`src/rtl/counter_cmd_seq.sv`:
```
// ---------------------------------------------------------------------------
// counter_cmd_seq
//
// Sequences commands for a downstream 4-bit up/down counter with a
// synchronous load input. Commands are queued in a 4-entry FIFO and executed
// one after another with no idle cycles between them.
//
// Ports
//   clk        : single clock, all state updates on posedge
//   rst        : asynchronous active-low reset, clears all state at once
//   cmd_valid  : a command is offered this cycle
//   cmd_op     : 00 UP, 01 DOWN, 10 LOAD, 11 reserved
//   cmd_data   : load value, used by LOAD only
//   cmd_len    : UP/DOWN run length, N gives N+1 count cycles
//   cmd_ready  : command taken at posedge when cmd_valid && cmd_ready
//   load       : counter load enable (registered)
//   updown     : counter direction, 1 = up (registered)
//   data       : counter load data (registered)
//   busy       : executing a command or FIFO non-empty (registered)
//   fifo_cnt   : FIFO occupancy 0..4 (registered)
//   cmd_err    : one-cycle pulse after a reserved op is accepted
//
// While idle the block drives load=1 with data equal to the shadow copy of
// the counter, so the counter reloads its own value and stays frozen.
// ---------------------------------------------------------------------------

// Structural invariants of the sequencer, checked in simulation only.
module counter_cmd_seq_chk (
  input logic       clk,
  input logic       rst,
  input logic       cmd_ready,
  input logic [2:0] fifo_cnt,
  input logic       busy,
  input logic       run
);

  a_cnt_range: assert property (@(posedge clk) disable iff (!rst)
    fifo_cnt <= 3'd4);

  a_no_ready_when_full: assert property (@(posedge clk) disable iff (!rst)
    !(cmd_ready && (fifo_cnt == 3'd4)));

  a_busy_def: assert property (@(posedge clk) disable iff (!rst)
    busy == (run || (fifo_cnt != 3'd0)));

endmodule

module counter_cmd_seq (
  input  logic       clk,
  input  logic       rst,
  input  logic       cmd_valid,
  input  logic [1:0] cmd_op,
  input  logic [3:0] cmd_data,
  input  logic [3:0] cmd_len,
  output logic       cmd_ready,
  output logic       load,
  output logic       updown,
  output logic [3:0] data,
  output logic       busy,
  output logic [2:0] fifo_cnt,
  output logic       cmd_err
);

  localparam logic [1:0] OP_UP   = 2'b00;
  localparam logic [1:0] OP_DOWN = 2'b01;
  localparam logic [1:0] OP_LOAD = 2'b10;
  localparam logic [1:0] OP_RSVD = 2'b11;

  localparam logic [0:0] ST_IDLE = 1'b0;
  localparam logic [0:0] ST_RUN  = 1'b1;

  // One counting step exactly as the downstream counter applies it.
  function automatic logic [3:0] count_step(input logic [1:0] op,
                                            input logic [3:0] val);
    logic [3:0] res;
    case (op)
      OP_UP:   res = val + 4'd1;
      OP_DOWN: res = val - 4'd1;
      default: res = val;
    endcase
    return res;
  endfunction

  // FIFO storage: {op[1:0], data[3:0], len[3:0]}
  logic [9:0] fifo_mem_q [4];
  logic [1:0] wr_ptr_q, wr_ptr_d;
  logic [1:0] rd_ptr_q, rd_ptr_d;
  logic [2:0] cnt_q, cnt_d;

  logic       ready_q;
  logic       busy_q;
  logic       err_q, err_d;

  logic [0:0] state_q, state_d;
  logic [1:0] op_q, op_d;
  logic [3:0] remain_q, remain_d;   // cycles left after the current one
  logic [3:0] shadow_q, shadow_d;   // counter value once current outputs apply

  logic       load_q, load_d;
  logic       updown_q, updown_d;
  logic [3:0] data_q, data_d;

  logic       accept_s;
  logic       push_s;
  logic       pop_s;
  logic       can_pop_s;
  logic [9:0] head_s;
  logic [1:0] head_op_s;
  logic [3:0] head_data_s;
  logic [3:0] head_len_s;

  assign accept_s    = cmd_valid && ready_q;
  // Reserved ops complete the handshake but are never stored.
  assign push_s      = accept_s && (cmd_op != OP_RSVD);
  // A new command may start when idle or in the last cycle of the current
  // one; this is what gives zero-gap back-to-back execution.
  assign can_pop_s   = (state_q == ST_IDLE) || (remain_q == 4'd0);
  assign pop_s       = (cnt_q != 3'd0) && can_pop_s;

  assign head_s      = fifo_mem_q[rd_ptr_q];
  assign head_op_s   = head_s[9:8];
  assign head_data_s = head_s[7:4];
  assign head_len_s  = head_s[3:0];

  // FIFO pointer and occupancy next-state.
  always_comb begin
    wr_ptr_d = wr_ptr_q;
    rd_ptr_d = rd_ptr_q;
    cnt_d    = cnt_q;
    if (push_s) begin
      wr_ptr_d = wr_ptr_q + 2'd1;
    end else begin
      wr_ptr_d = wr_ptr_q;
    end
    if (pop_s) begin
      rd_ptr_d = rd_ptr_q + 2'd1;
    end else begin
      rd_ptr_d = rd_ptr_q;
    end
    case ({push_s, pop_s})
      2'b10:   cnt_d = cnt_q + 3'd1;
      2'b01:   cnt_d = cnt_q - 3'd1;
      default: cnt_d = cnt_q;
    endcase
  end

  // Sequencer next-state: pick up a new command, continue a run, or hold.
  always_comb begin
    state_d  = state_q;
    op_d     = op_q;
    remain_d = remain_q;
    shadow_d = shadow_q;
    load_d   = 1'b1;
    updown_d = 1'b0;
    data_d   = shadow_q;
    if (pop_s) begin
      state_d = ST_RUN;
      op_d    = head_op_s;
      case (head_op_s)
        OP_LOAD: begin
          remain_d = 4'd0;
          load_d   = 1'b1;
          updown_d = 1'b0;
          data_d   = head_data_s;
          shadow_d = head_data_s;
        end
        OP_UP, OP_DOWN: begin
          remain_d = head_len_s;
          load_d   = 1'b0;
          updown_d = (head_op_s == OP_UP);
          data_d   = shadow_q;
          shadow_d = count_step(head_op_s, shadow_q);
        end
        default: begin
          state_d  = ST_IDLE;
          remain_d = 4'd0;
          load_d   = 1'b1;
          updown_d = 1'b0;
          data_d   = shadow_q;
          shadow_d = shadow_q;
        end
      endcase
    end else if ((state_q == ST_RUN) && (remain_q != 4'd0)) begin
      // Only UP/DOWN runs last more than one cycle.
      remain_d = remain_q - 4'd1;
      case (op_q)
        OP_UP, OP_DOWN: begin
          load_d   = 1'b0;
          updown_d = (op_q == OP_UP);
          data_d   = shadow_q;
          shadow_d = count_step(op_q, shadow_q);
        end
        default: begin
          load_d   = 1'b1;
          updown_d = 1'b0;
          data_d   = shadow_q;
          shadow_d = shadow_q;
        end
      endcase
    end else begin
      state_d  = ST_IDLE;
      remain_d = 4'd0;
      load_d   = 1'b1;
      updown_d = 1'b0;
      data_d   = shadow_q;
      shadow_d = shadow_q;
    end
  end

  // Error pulse for an accepted reserved op.
  always_comb begin
    if (accept_s && (cmd_op == OP_RSVD)) begin
      err_d = 1'b1;
    end else begin
      err_d = 1'b0;
    end
  end

  // FIFO storage write; cleared on reset so a flushed queue holds no stale data.
  always_ff @(posedge clk or negedge rst) begin
    if (!rst) begin
      for (int i = 0; i < 4; i++) begin
        fifo_mem_q[i] <= 10'd0;
      end
    end else if (push_s) begin
      fifo_mem_q[wr_ptr_q] <= {cmd_op, cmd_data, cmd_len};
    end
  end

  // FIFO control registers plus ready/busy flags derived from next state.
  always_ff @(posedge clk or negedge rst) begin
    if (!rst) begin
      wr_ptr_q <= 2'd0;
      rd_ptr_q <= 2'd0;
      cnt_q    <= 3'd0;
      ready_q  <= 1'b0;
      busy_q   <= 1'b0;
      err_q    <= 1'b0;
    end else begin
      wr_ptr_q <= wr_ptr_d;
      rd_ptr_q <= rd_ptr_d;
      cnt_q    <= cnt_d;
      ready_q  <= (cnt_d != 3'd4);
      busy_q   <= (state_d == ST_RUN) || (cnt_d != 3'd0);
      err_q    <= err_d;
    end
  end

  // Sequencer state, shadow counter and counter-facing outputs.
  always_ff @(posedge clk or negedge rst) begin
    if (!rst) begin
      state_q  <= ST_IDLE;
      op_q     <= OP_UP;
      remain_q <= 4'd0;
      shadow_q <= 4'd0;
      load_q   <= 1'b1;
      updown_q <= 1'b0;
      data_q   <= 4'd0;
    end else begin
      state_q  <= state_d;
      op_q     <= op_d;
      remain_q <= remain_d;
      shadow_q <= shadow_d;
      load_q   <= load_d;
      updown_q <= updown_d;
      data_q   <= data_d;
    end
  end

  assign cmd_ready = ready_q;
  assign load      = load_q;
  assign updown    = updown_q;
  assign data      = data_q;
  assign busy      = busy_q;
  assign fifo_cnt  = cnt_q;
  assign cmd_err   = err_q;

  counter_cmd_seq_chk u_chk (
    .clk       (clk),
    .rst       (rst),
    .cmd_ready (ready_q),
    .fifo_cnt  (cnt_q),
    .busy      (busy_q),
    .run       (state_q == ST_RUN)
  );

endmodule

```
`config.mk`:
```
export PLATFORM = sky130hd
export DESIGN_NAME = counter_cmd_seq
export DESIGN_NICKNAME = d
export VERILOG_FILES = /design/src/rtl/counter_cmd_seq.sv
export SDC_FILE = /design/constraint.sdc
export NUM_CORES = 1
export LEC_CHECK = 0
export CAP_MARGIN = 20
export CORE_UTILIZATION = 35
export DETAILED_ROUTE_END_ITERATION = 10
export GPL_ROUTABILITY_DRIVEN = 0
export GPL_TIMING_DRIVEN = 0
export PLACE_DENSITY = 0.59
export SYNTH_ARGS = -nofsm -noshare
export SYNTH_HDL_FRONTEND = slang
export SYNTH_HIERARCHICAL = 1
export SYNTH_SLANG_ARGS = --single-unit
```
`constraint.sdc`:
```
create_clock -name clk -period 4.09 [get_ports clk]
set_input_delay 0.409 -clock clk [delete_from_list [all_inputs] [get_ports clk]]
set_output_delay 0.409 -clock clk [all_outputs]
set_load 0.01 [all_outputs]
```
==> qor.yml <==
outcome: "finished, final reports clean"
cpMaxStageDelayCell: "or4_1"
worst_pin_slew_ns: 0.8357
ff_latch_area_um2: 1678
initial_core_util_pct: 36.32
synthCells: 236
tns_ns: 0
cap_violations: 0
cts_sinks: 67
yosys_register_bits: 67
dr_total_vias: 1907
finalSetupViolations: 0
avgViaCountPerCell: 5.005
cp_data_arrival_time_ns: 3.54
cts_setup_buffers: 0
fillers: 847
r2r_slack_ns: 0.76
finalHoldViolCount: 0
crit_path_cell_trace: "inv_1 -> ha_1 -> or3b_2 -> a21oi_1 -> buf_2 -> ha_1 -> inv_1 -> fa_1 -> xor2_1 -> nor2_1 -> xor2_1 -> or4_1"
min_period_over_period_pct: 81.42
num_rows: 34
fmax_ghz: 0.3003
dr.first_iter.drc_count: 52
startpoint_type: "flip-flop"
whs_ns: 0.1692
synth_edf_count: 0
relSlewSlack_pct: 44.29
die_area_um2: 9480
rsz0062_at_grt: "no"
r2r-end: "busy"
grt_overflow: 0
yosysTopAreaCellShare_pct: 51.89
postCtsHoldBufs: 0
synth_ff_type: "dfrtp_1"
p_seq_share_pct: 37.2
dr.pass1.iters: 4
die_h_um: 97.37
ys_seq_area_share_pct: 52.71
yosys-top-cells-area: "dfrtp_1 (52%), mux2_2 (16%), mux4_1 (4.1%), ha_1 (3.5%), mux4_2 (3.5%)"
htreeDepth: 3
hpwl_um: 3856
num_antenna_cells: 0
fin_nets: 294
async_flop_share_pct: 100.0
max_stage_delay_ns: 0.47
antenna_found_initial: 0
cp.required_ns: 4.30
p_leak_nw: 1.608
synth_area_um2: 3183
syn-num-nets: 259
ys.warnings.count: 6
clk_latency_ns: 0.33
pwr_density_cell_nw_per_um2: 859.7
clk_pin_slew_ns: 0.07
hp-class: "primary input to asynchronous set/reset pin"
antenna_left: 0
numCtsBuffers: 9
synthTopCellsByCount: "dfrtp_1 (66), mux2_2 (45), nand2_1 (20)"
fp.dieW_um: 97.37
fin_crit_ns: 3.330
wl_per_cell_um: 15.06
cts_root_buf: "clkbuf_8"
crit_fanout: 10
multi_input_area_um2: 1401
grt_pass1_wl_um: 9777
r2r_start: "remain_q[0]"
port_buffers: 24
syn2layout_area_growth_pct: 17.06
synth_top_cell_by_area: "dfrtp_1"
grt_util_all_layers_pct: 13.36
power_w: 0.003203
skew_ns: 0.008147
p_int_w: 0.002093
power_frac_comb_pct: 47.3
grt_pass1_vias: 1994
ioPinCount: 25
netSwitchingPower_w: 0.001110
drv_slew: 0
worstSetupPathType: "flip-flop to flip-flop"
ctsLongestPathBuffers: 2
yosysMostFrequentCell: "dfrtp_1"
core_um2: 8763
drc: 0
grt_max_degree: 68
ir_drop_mv: 0.2450
clkPwrFrac_pct: 15.6
yosysUniqueCellTypes: 36
avgSynthCellArea_um2: 13.49
drive_gt1_share_pct: 26.01
routed_wirelength_um: 5737
end_kind: "flip-flop"
tritoncts: "done"
cts_resized: 0
p_sw_share_pct: 34.66
ff2ff_path_depth: 12
-- layer usage --
layer	wire length [µm]	vias up	track usage [%]
li1	-	906	-
met1	2729	967	16.91
met2	2782	30	21.25
met3	182	4	4.029
met4	42	0	5.656
met5	0	-	0
-- worst max path at each step --
stage,start,endpoint,slack [ns],cells after the start
after global placement,rst,fifo_mem_q[25],0.26,1
after global routing,remain_q[0],busy,0.54,12
after floorplan,remain_q[0],busy,1.09,12
after detailed placement,remain_q[0],busy,0.74,12
final,remain_q[0],busy,0.76,12
after CTS,remain_q[0],busy,0.74,12
-- power groups by stage --
stage	clock network, W	registers (W)	logic (W)
floorplan	0	0.00117	0.00114
global placement	0	0.00120	0.00150
detailed placement	0	0.00120	0.00153
CTS	0.000524	0.00119	0.00153
global route	0.000550	0.00123	0.00167
finish	0.000500	0.00119	0.00151
-- layout make-up --
class | instances | share of cell area [%]
Buffer | 7 | 1.175
Clock buffer | 10 | 3.425
Clock inverter | 3 | 1.142
Inverter | 16 | 1.612
Multi-Input combinational cell | 146 | 37.61
Sequential cell | 67 | 45.03
Tap cell | 108 | 3.627
Timing Repair Buffer | 24 | 6.380
-- cell usage in the layout (no fill, tap or decap), types with 2 or more instances in the layout --
cell type,instances
nor3_1,3
clkbuf_1,2
xor2_1,5
mux2i_1,3
inv_1,16
nor2_1,5
o21ai_0,6
buf_1,2
buf_6,2
mux2_2,45
clkdlybuf4s50_1,23
nand2_1,20
a21oi_1,2
nand2b_1,3
o21a_1,2
clkbuf_8,9
ha_1,9
mux4_2,5
o22ai_1,6
dfrtp_1,66
buf_2,2
mux4_1,5
o32ai_1,3
xnor2_1,11
-- metrics by stage --
step                util [%]  cells  cell area [µm²]  setup WS [ns]
floorplan                  -    236             3183          1.086
global placement       40.61    368             3558         0.2636
detailed placement     40.58    368             3556         0.7418
CTS                    42.52    381             3726         0.7372
global route           42.52    381             3726         0.5416
finish                 42.52    381             3726         0.7599
-- registers in the layout, summed over array words and instances (netlist names) --
name	flops
fifo_mem_q	40
wr_ptr_q	2
load	1
data	4
busy	1
cmd_ready	1
remain_q	4
updown	1
shadow_q	4
state_q	1
cmd_err	1
rd_ptr_q	2
op_q	2
fifo_cnt	3
-- critical path, delay by kind of cell, from the launching register on --
| family | cells | cell delay, ns |
|---|---|---|
| buf+inv | 3 | 0.46 |
| flops | 1 | 0.39 |
| simple gates | 3 | 1.04 |
| xor+xnor | 2 | 0.26 |
| fa+ha+maj | 3 | 0.73 |
| compound gates | 1 | 0.32 |
-- logic make-up after synthesis --
kind of cell	count (synthesis)	share of synthesized area [%]
adders and majority gates	10	4.167
DFF	67	52.71
AOI/OAI and AO/OA	26	5.582
buffers and inverters	23	3.263
muxes	59	25.00
xor gates and xnor gates	16	4.402
and+or+nand+nor	35	4.874
No activity file was read; power rests on OpenSTA's default activity.
